File: src/rtl/controlador_banco_if.sv
// Request/response and register-bank bus of the bank controller.
// The controller takes the slave side; the requester and the bank together form the master side.
interface controlador_banco_if;
  logic        req_valido;
  logic        req_pronto;
  logic [1:0]  req_op;
  logic [2:0]  req_reg_a;
  logic [2:0]  req_reg_b;
  logic [31:0] req_dado;
  logic        resp_valido;
  logic [31:0] resp_dado;
  logic        resp_aceito;
  logic [2:0]  n_reg;
  logic        escrita;
  logic [31:0] dado_escrito;
  logic [31:0] dado_lido;

  modport slave (
    input  req_valido, req_op, req_reg_a, req_reg_b, req_dado, resp_aceito, dado_lido,
    output req_pronto, resp_valido, resp_dado, n_reg, escrita, dado_escrito
  );

  modport master (
    output req_valido, req_op, req_reg_a, req_reg_b, req_dado, resp_aceito, dado_lido,
    input  req_pronto, resp_valido, resp_dado, n_reg, escrita, dado_escrito
  );
endinterface

File: src/rtl/controlador_banco.sv
// Register-bank controller: serialises LER/ESCREVER/COPIAR/SOMAR requests into
// bank read/write cycles; every output comes from a register updated by the FSM.
module controlador_banco (
  input  logic                        clk,
  input  logic                        reset,
  controlador_banco_if.slave          bus
);

  localparam logic [1:0] OP_LER      = 2'b00;
  localparam logic [1:0] OP_ESCREVER = 2'b01;
  localparam logic [1:0] OP_COPIAR   = 2'b10;
  localparam logic [1:0] OP_SOMAR    = 2'b11;

  typedef enum logic [2:0] {
    OCIOSO,
    LER_EMITE,
    LER_CAPTURA,
    ESCREVE,
    RESPOSTA
  } estado_t;

  estado_t     r_estado;
  logic [1:0]  r_op;
  logic [2:0]  r_reg_a;
  logic [2:0]  r_reg_b;
  logic [31:0] r_dado;
  logic [31:0] r_captura;
  logic        r_pronto;
  logic        r_escrita;
  logic [2:0]  r_n_reg;
  logic [31:0] r_dado_escrito;
  logic        r_resp_valido;
  logic [31:0] r_resp_dado;
  logic [31:0] w_captura;

  // The bank answers one edge after the read is issued, so dado_lido is valid in LER_CAPTURA.
  assign w_captura = (r_op == OP_SOMAR) ? (bus.dado_lido + r_dado) : bus.dado_lido;

  always_ff @(posedge clk) begin
    if (reset) begin
      r_estado       <= OCIOSO;
      r_op           <= 2'b00;
      r_reg_a        <= 3'd0;
      r_reg_b        <= 3'd0;
      r_dado         <= 32'd0;
      r_captura      <= 32'd0;
      r_pronto       <= 1'b1;
      r_escrita      <= 1'b0;
      r_n_reg        <= 3'd0;
      r_dado_escrito <= 32'd0;
      r_resp_valido  <= 1'b0;
      r_resp_dado    <= 32'd0;
    end else begin
      case (r_estado)
        OCIOSO: begin
          if (bus.req_valido && r_pronto) begin
            r_op     <= bus.req_op;
            r_reg_a  <= bus.req_reg_a;
            r_reg_b  <= bus.req_reg_b;
            r_dado   <= bus.req_dado;
            r_pronto <= 1'b0;
            r_n_reg  <= bus.req_reg_a;
            if (bus.req_op == OP_ESCREVER) begin
              r_estado       <= ESCREVE;
              r_escrita      <= 1'b1;
              r_dado_escrito <= bus.req_dado;
            end else begin
              r_estado <= LER_EMITE;
            end
          end
        end
        LER_EMITE: begin
          r_estado <= LER_CAPTURA;
        end
        LER_CAPTURA: begin
          r_captura <= w_captura;
          if (r_op == OP_LER) begin
            r_estado      <= RESPOSTA;
            r_n_reg       <= 3'd0;
            r_resp_valido <= 1'b1;
            r_resp_dado   <= w_captura;
          end else begin
            r_estado       <= ESCREVE;
            r_escrita      <= 1'b1;
            r_n_reg        <= (r_op == OP_COPIAR) ? r_reg_b : r_reg_a;
            r_dado_escrito <= w_captura;
          end
        end
        ESCREVE: begin
          r_estado       <= RESPOSTA;
          r_escrita      <= 1'b0;
          r_n_reg        <= 3'd0;
          r_dado_escrito <= 32'd0;
          r_resp_valido  <= 1'b1;
          r_resp_dado    <= (r_op == OP_ESCREVER) ? r_dado : r_captura;
        end
        RESPOSTA: begin
          if (bus.resp_aceito) begin
            r_estado      <= OCIOSO;
            r_pronto      <= 1'b1;
            r_resp_valido <= 1'b0;
            r_resp_dado   <= 32'd0;
          end
        end
        default: begin
          r_estado       <= OCIOSO;
          r_pronto       <= 1'b1;
          r_escrita      <= 1'b0;
          r_n_reg        <= 3'd0;
          r_dado_escrito <= 32'd0;
          r_resp_valido  <= 1'b0;
          r_resp_dado    <= 32'd0;
        end
      endcase
    end
  end

  // Reset gates the strobe directly so a reset landing mid-ESCREVE never commits the write.
  assign bus.escrita      = r_escrita & ~reset;
  assign bus.req_pronto   = r_pronto & ~reset;
  assign bus.n_reg        = r_n_reg;
  assign bus.dado_escrito = r_dado_escrito;
  assign bus.resp_valido  = r_resp_valido;
  assign bus.resp_dado    = r_resp_dado;

endmodule

File: src/flat_wrapper.sv
// flat-port wrapper written by rule: the top's interface ports become plain ports
module controlador_banco_flat 
  (clk, reset, bus_req_valido, bus_req_op, bus_req_reg_a, bus_req_reg_b, bus_req_dado, bus_resp_aceito, bus_dado_lido, bus_req_pronto, bus_resp_valido, bus_resp_dado, bus_n_reg, bus_escrita, bus_dado_escrito);
  controlador_banco_if bus_i ();
  input  logic clk;
  input  logic reset;
  input wire logic [$bits(bus_i.req_valido)-1:0] bus_req_valido;
  input wire logic [$bits(bus_i.req_op)-1:0] bus_req_op;
  input wire logic [$bits(bus_i.req_reg_a)-1:0] bus_req_reg_a;
  input wire logic [$bits(bus_i.req_reg_b)-1:0] bus_req_reg_b;
  input wire logic [$bits(bus_i.req_dado)-1:0] bus_req_dado;
  input wire logic [$bits(bus_i.resp_aceito)-1:0] bus_resp_aceito;
  input wire logic [$bits(bus_i.dado_lido)-1:0] bus_dado_lido;
  output wire logic [$bits(bus_i.req_pronto)-1:0] bus_req_pronto;
  output wire logic [$bits(bus_i.resp_valido)-1:0] bus_resp_valido;
  output wire logic [$bits(bus_i.resp_dado)-1:0] bus_resp_dado;
  output wire logic [$bits(bus_i.n_reg)-1:0] bus_n_reg;
  output wire logic [$bits(bus_i.escrita)-1:0] bus_escrita;
  output wire logic [$bits(bus_i.dado_escrito)-1:0] bus_dado_escrito;
  assign bus_i.req_valido = bus_req_valido;
  assign bus_i.req_op = bus_req_op;
  assign bus_i.req_reg_a = bus_req_reg_a;
  assign bus_i.req_reg_b = bus_req_reg_b;
  assign bus_i.req_dado = bus_req_dado;
  assign bus_i.resp_aceito = bus_resp_aceito;
  assign bus_i.dado_lido = bus_dado_lido;
  assign bus_req_pronto = bus_i.req_pronto;
  assign bus_resp_valido = bus_i.resp_valido;
  assign bus_resp_dado = bus_i.resp_dado;
  assign bus_n_reg = bus_i.n_reg;
  assign bus_escrita = bus_i.escrita;
  assign bus_dado_escrito = bus_i.dado_escrito;
  controlador_banco u_core (.clk(clk), .reset(reset), .bus(bus_i));
endmodule
File: config.mk
export PLATFORM = sky130hd
export DESIGN_NAME = controlador_banco_flat
export DESIGN_NICKNAME = d
export VERILOG_FILES = /design/src/rtl/controlador_banco_if.sv /design/src/rtl/controlador_banco.sv /design/src/flat_wrapper.sv
export SDC_FILE = /design/constraint.sdc
export NUM_CORES = 1
export LEC_CHECK = 0
export BUFFER_PORTS_ARGS = -buffer_cell sky130_fd_sc_hd__buf_4
export CAP_MARGIN = 15
export CORE_UTILIZATION = 37
export CTS_CLUSTER_SIZE = 28
export DETAILED_ROUTE_END_ITERATION = 8
export GPL_TIMING_DRIVEN = 0
export MAX_ROUTING_LAYER = met4
export PLACE_DENSITY = 0.55
export SLEW_MARGIN = 20
export SYNTH_ARGS = -nofsm -noshare
export SYNTH_HDL_FRONTEND = slang
export SYNTH_SLANG_ARGS = --single-unit
File: constraint.sdc
create_clock -name clk -period 3.2 [get_ports clk]
set_input_delay 0.16 -clock clk [delete_from_list [all_inputs] [get_ports clk]]
set_output_delay 0.16 -clock clk [all_outputs]
set_load 0.02 [all_outputs]
* Yosys cells after proc, flatten, opt, wreduce, memory -nomap -nowiden
Cells that the tools add are included.
** Cells by class
- Equal/unequal tests :: 13
- Add/sub/neg operators :: 1
- Muxes and demuxes :: 28
- Bitwise operators :: 6
- Reductions and logical operators :: 12
** Operators with widths (number)
- $mux 32 :: 7
- $pmux 32 s4 :: 1
- $pmux 32 s3 :: 1
- $add 32x32->32 :: 1
- $mux 3 :: 6
- $pmux 3 s5 :: 1
- $pmux 3 s3 :: 1
- $mux 1 :: 7
- $eq 3x2->1 const B :: 2
- $ne 2x1->1 const B :: 3
- $pmux 1 s3 :: 2
- $reduce_and 2->1 :: 3
- $reduce_and 3->1 :: 2
- $eq 2x1->1 const B :: 2
- $eq 2x2->1 const B :: 2
- $ne 2x2->1 const B :: 2
- $not 1->1 :: 4
- $pmux 1 s4 :: 1
- $reduce_and 4->1 :: 1
- $reduce_or 2->1 :: 2
- $eq 3x1->1 const B :: 1
- $eq 3x3->1 const B :: 1
- $logic_not 3->1 :: 1
- $reduce_or 3->1 :: 1
- 4 further kinds :: 5
** Storage, ports and cells
- Register bits :: 145
- Input port bits :: 76
- Logic and storage cells :: 72

* Logic depth before layout (Yosys ltp)
- Depth after elaboration :: 4
- Depth in mapped cells :: 10

* Worst setup path after synthesis
No wires, ideal clock.
- Path type :: flip-flop to flip-flop
- Start :: register u_core.r_dado[3]
- End :: register u_core.r_dado_escrito[31] (netlist: u_core.bus.dado_escrito[31])
- Data required time :: 3126 ps
- Stages on the path, launching flop included :: 10
- Library setup time :: 74 ps
- Path buffers :: 0
- Slack :: 251 ps
- Data arrival time :: 2874 ps
- Path through :: dfxtp_1 -> ha_1 -> a21o_1 -> a2111oi_4 -> a211oi_2 -> o41a_1 -> or3_1 -> and3_4 -> or4_1 -> a31oi_1
** On the way
- Longest elaborated chain between the ends :: 4
** RTL lines
- start, declared :: line controlador_banco.sv:26 : logic [31:0] r_dado;
- start signal, assigned :: line controlador_banco.sv:60 : r_dado <= bus.req_dado;
- $add 32x32->32 :: line controlador_banco.sv:37 : assign w_captura = (r_op == OP_SOMAR) ? (bus.dado_lido + r_dado) : bus.dado_lido;
- $mux 32 :: line controlador_banco.sv:37
- $mux 32 :: line controlador_banco.sv:77 : if (r_op == OP_LER) begin
- $pmux 32 s3 :: line controlador_banco.sv:54 : case (r_estado)
- end signal, assigned :: line controlador_banco.sv:66 : r_dado_escrito <= bus.req_dado;
- end signal, assigned :: line controlador_banco.sv:86 : r_dado_escrito <= w_captura;
- end, declared :: line controlador_banco.sv:31 : logic [31:0] r_dado_escrito;
No other way between the ends. The select of a mux whose other input is x is not followed.
A chain may end at the register's enable or synchronous reset.

* Worst setup path in the final report
Ends and elaborated chain as after synthesis.

==> flow_metrics.env <==
export IMPL_maxSlewViolCount=0
export IMPL_yosysSeqAreaShare_pct=36.9
export IMPL_grt_pass1_wl_mm=48.1
export IMPL_final_common_cell="nand2_1"
export IMPL_synth_top_area_share_pct=36.9
export IMPL_internal_power_w=0.00422
export IMPL_async_flop_share_pct=0
export IMPL_hp_class="input port to flip-flop"
export IMPL_final_setup_viol_count=0
export IMPL_drive_gt1_share_pct=16.0
export IMPL_path_clk_slew_ns=0.07
export IMPL_critical_path_class="flip-flop to flip-flop"
export IMPL_cts_buffers=17
export IMPL_status="finished clean"
export IMPL_rsz0062_at_grt="yes"
export IMPL_clock_fmax_mhz=326
export IMPL_hold_violations=0
export IMPL_setup_tns_ns=0
export IMPL_syn_inst=1070
export IMPL_powerDensity_mw_per_mm2=688
export IMPL_multiInputGateArea_mm2=0.00472
export IMPL_synth_area_mm2=0.00787
export IMPL_fin_skew_ns=0.0114
export IMPL_critPathArrivalTime_ns=3.43
export IMPL_path_cells="ha_4, a21o_1, a2111oi_4, buf_4, a211oi_4, o41a_1, or3_4, and3_4, or4_1, a31oi_1"
export IMPL_ir_drop_v=0.000407
export IMPL_postSynthAreaPerCell_um2=7.35
export IMPL_cts_num_sinks=145
export IMPL_syn2layout_area_growth_pct=31.6
export IMPL_required_ns=3.56
export IMPL_p_clk_share_pct=27.6
export IMPL_place_ws_ns=-0.508
export IMPL_swShare_pct=40.7
export IMPL_synth_nets=1178
export IMPL_cpPeakStageDelay_ns=0.47
export IMPL_root_buffer="clkbuf_16"
export IMPL_grt_pass1_vias=8054
export IMPL_synthDistinctLibCells=57
export IMPL_place_congestion=0.941
export IMPL_cts_max_level=4
export IMPL_critPathCaptureType="flip-flop"
export IMPL_antenna_found_initial=0
export IMPL_grt_max_degree=17
export IMPL_nets=1381
export IMPL_drtPass1Iterations=5
export IMPL_pwr_share_seq_pct=33.2
export IMPL_switchingPower_w=0.00290
export IMPL_dieArea_mm2=0.0218
export IMPL_synth_edf_count=0
export IMPL_wire_per_inst_um=20.5
export IMPL_io_buffers=144
export IMPL_vias_per_cell=5.56
export IMPL_grtUsageTotal_pct=30.3
export IMPL_die_w_um=148
export IMPL_fill_cells=2155
export IMPL_final_cell_mix="246 x nand2_1, 148 x buf_4, 144 x dfxtp_1, 143 x a21oi_1, 118 x nor2_1"
export IMPL_clockBufferDepth=2
export IMPL_grt_overflow=0
export IMPL_fin_hold_ws_ns=0.00321
export IMPL_cp_top_family="compound AO/OA/AOI/OAI gates"
export IMPL_fin_crit_sh_pct=95.9
export IMPL_insertion_delay_ns=0.44
export IMPL_core_area_mm2=0.0206
export IMPL_synth_ff_type="dfxtp_1"
export IMPL_ant_nets=0
export IMPL_cp_buffers_inverters=1
export IMPL_dp_final_hpwl_mm=23.2
export IMPL_synth_seq_cells=145
export IMPL_start_util_pct=38.3
export IMPL_fin_ws_ns=0.132
export IMPL_dieHeight_um=148
export IMPL_n_antenna_cell=0
export IMPL_vias=8649
export IMPL_pin_count=146
export IMPL_rows=52
export IMPL_tightestPinTransition_ns=0.982
export IMPL_cts_tree="built"
export IMPL_slowest_stage="or4_1"
export IMPL_register_area_mm2=0.00291
export IMPL_drt_iter0_drc=761
export IMPL_min_period_ns=3.07
export IMPL_yosysTopAreaCell="dfxtp_1"
export IMPL_combPwrFrac_pct=39.2
export IMPL_synthTopCellsByArea="dfxtp_1 37%, nand2_1 12%, a21oi_1 9.1%"
export IMPL_cap_violations=0
export IMPL_drc=0
export IMPL_p_leak_nw=4.09
export IMPL_relSlewSlack_pct=34.3
export IMPL_critPathLaunchType="flip-flop"
export IMPL_crit_fanout=4
export IMPL_wl_mm=31.9
export IMPL_yosysWarnings=0
layer usage:
metal | vias up | part of all wire, % | track usage, %
met5 | - | 0 | -
met4 | 0 | 2.5 | 10.6
met3 | 54 | 6.5 | 4.35
met2 | 338 | 45 | 47.3
met1 | 4065 | 45 | 40.0
li1 | 4192 | - | -
repair_timing:
item	in CTS	in global routing
pin swaps	2	6
hold endpoints to repair	43	0
resized for setup	11	14
setup endpoints to repair	26	24
buffers inserted	0	4
hold buffers	38	0
through the flow:
stage	util [%]	cell area, um^2	power (W)	instances
detailed placement	45.2	9290	0.00508	1484
floorplan	-	7870	0.00399	1070
finish	50.3	10400	0.00712	1556
global placement	45.2	9290	0.00506	1484
CTS	49.9	10300	0.00707	1554
global route	50.3	10400	0.00748	1556
synthesized netlist by cell type, types with 10 or more instances:
cell type  count
a31oi_1       10
ha_1          31
o21ai_0       32
nand4_1       10
nor2_1       118
nor3_1        18
dfxtp_1      145
clkbuf_1      71
a311oi_1      27
nand2_1      246
a211oi_1      39
a21oi_1      143
inv_1         12
a21o_1        14
xnor2_1       12
nand3_1       13
power groups by stage:
| stage | registers, W | clock network (W) | logic, W |
|---|---|---|---|
| after global routing | 0.00241 | 0.00205 | 0.00302 |
| after global placement | 0.00239 | 0 | 0.00267 |
| final | 0.00237 | 0.00196 | 0.00279 |
| after CTS | 0.00236 | 0.00197 | 0.00274 |
| after floorplan | 0.00261 | 0 | 0.00138 |
| after detailed placement | 0.00240 | 0 | 0.00268 |
logic make-up (layout without fill, tap and decap cells):
| logic type | Yosys count | count (layout) | synth area share (%) |
|---|---|---|---|
| muxes | 8 | 8 | 1.02 |
| AOI/OAI and AO/OA | 329 | 329 | 26.8 |
| adders and majority gates | 32 | 32 | 5.19 |
| and+or+nand+nor | 449 | 449 | 23.9 |
| xor gates and xnor gates | 18 | 18 | 2.00 |
| DFF | 145 | 145 | 36.9 |
| buffers and inverters | 89 | 305 | 4.25 |
final timing paths:
| check | from | endpoint | slack, ns | cells past startpoint |
|---|---|---|---|---|
| worst max-delay path | u_core.r_dado[3] | u_core.bus.dado_escrito[31] | 0.13 | 10 |
| worst min-delay path | bus_req_dado[31] | u_core.r_dado[31] | 0.003 | 3 |
| worst max register to register | u_core.r_dado[3] | u_core.bus.dado_escrito[31] | 0.13 | 10 |
| worst min register to register | u_core.r_captura[22] | u_core.r_captura[22] | 0.45 | 2 |
area by class of cell:
cell class | count | share of cell area [%]
multi-input cells | 836 | 45.6
flip-flops and latches | 145 | 28.1
repair buffers | 186 | 14.4
clock buffers | 17 | 4.11
well taps | 270 | 3.26
plain buffers | 75 | 2.82
clock inverters | 15 | 1.28
inverters | 12 | 0.435
tightest hold or removal path, cell delays in order:
cell     delay (ns)
buf_4          0.13
nand2_1        0.05
a21oi_1        0.05
Power figures use the tool's default switching activity.
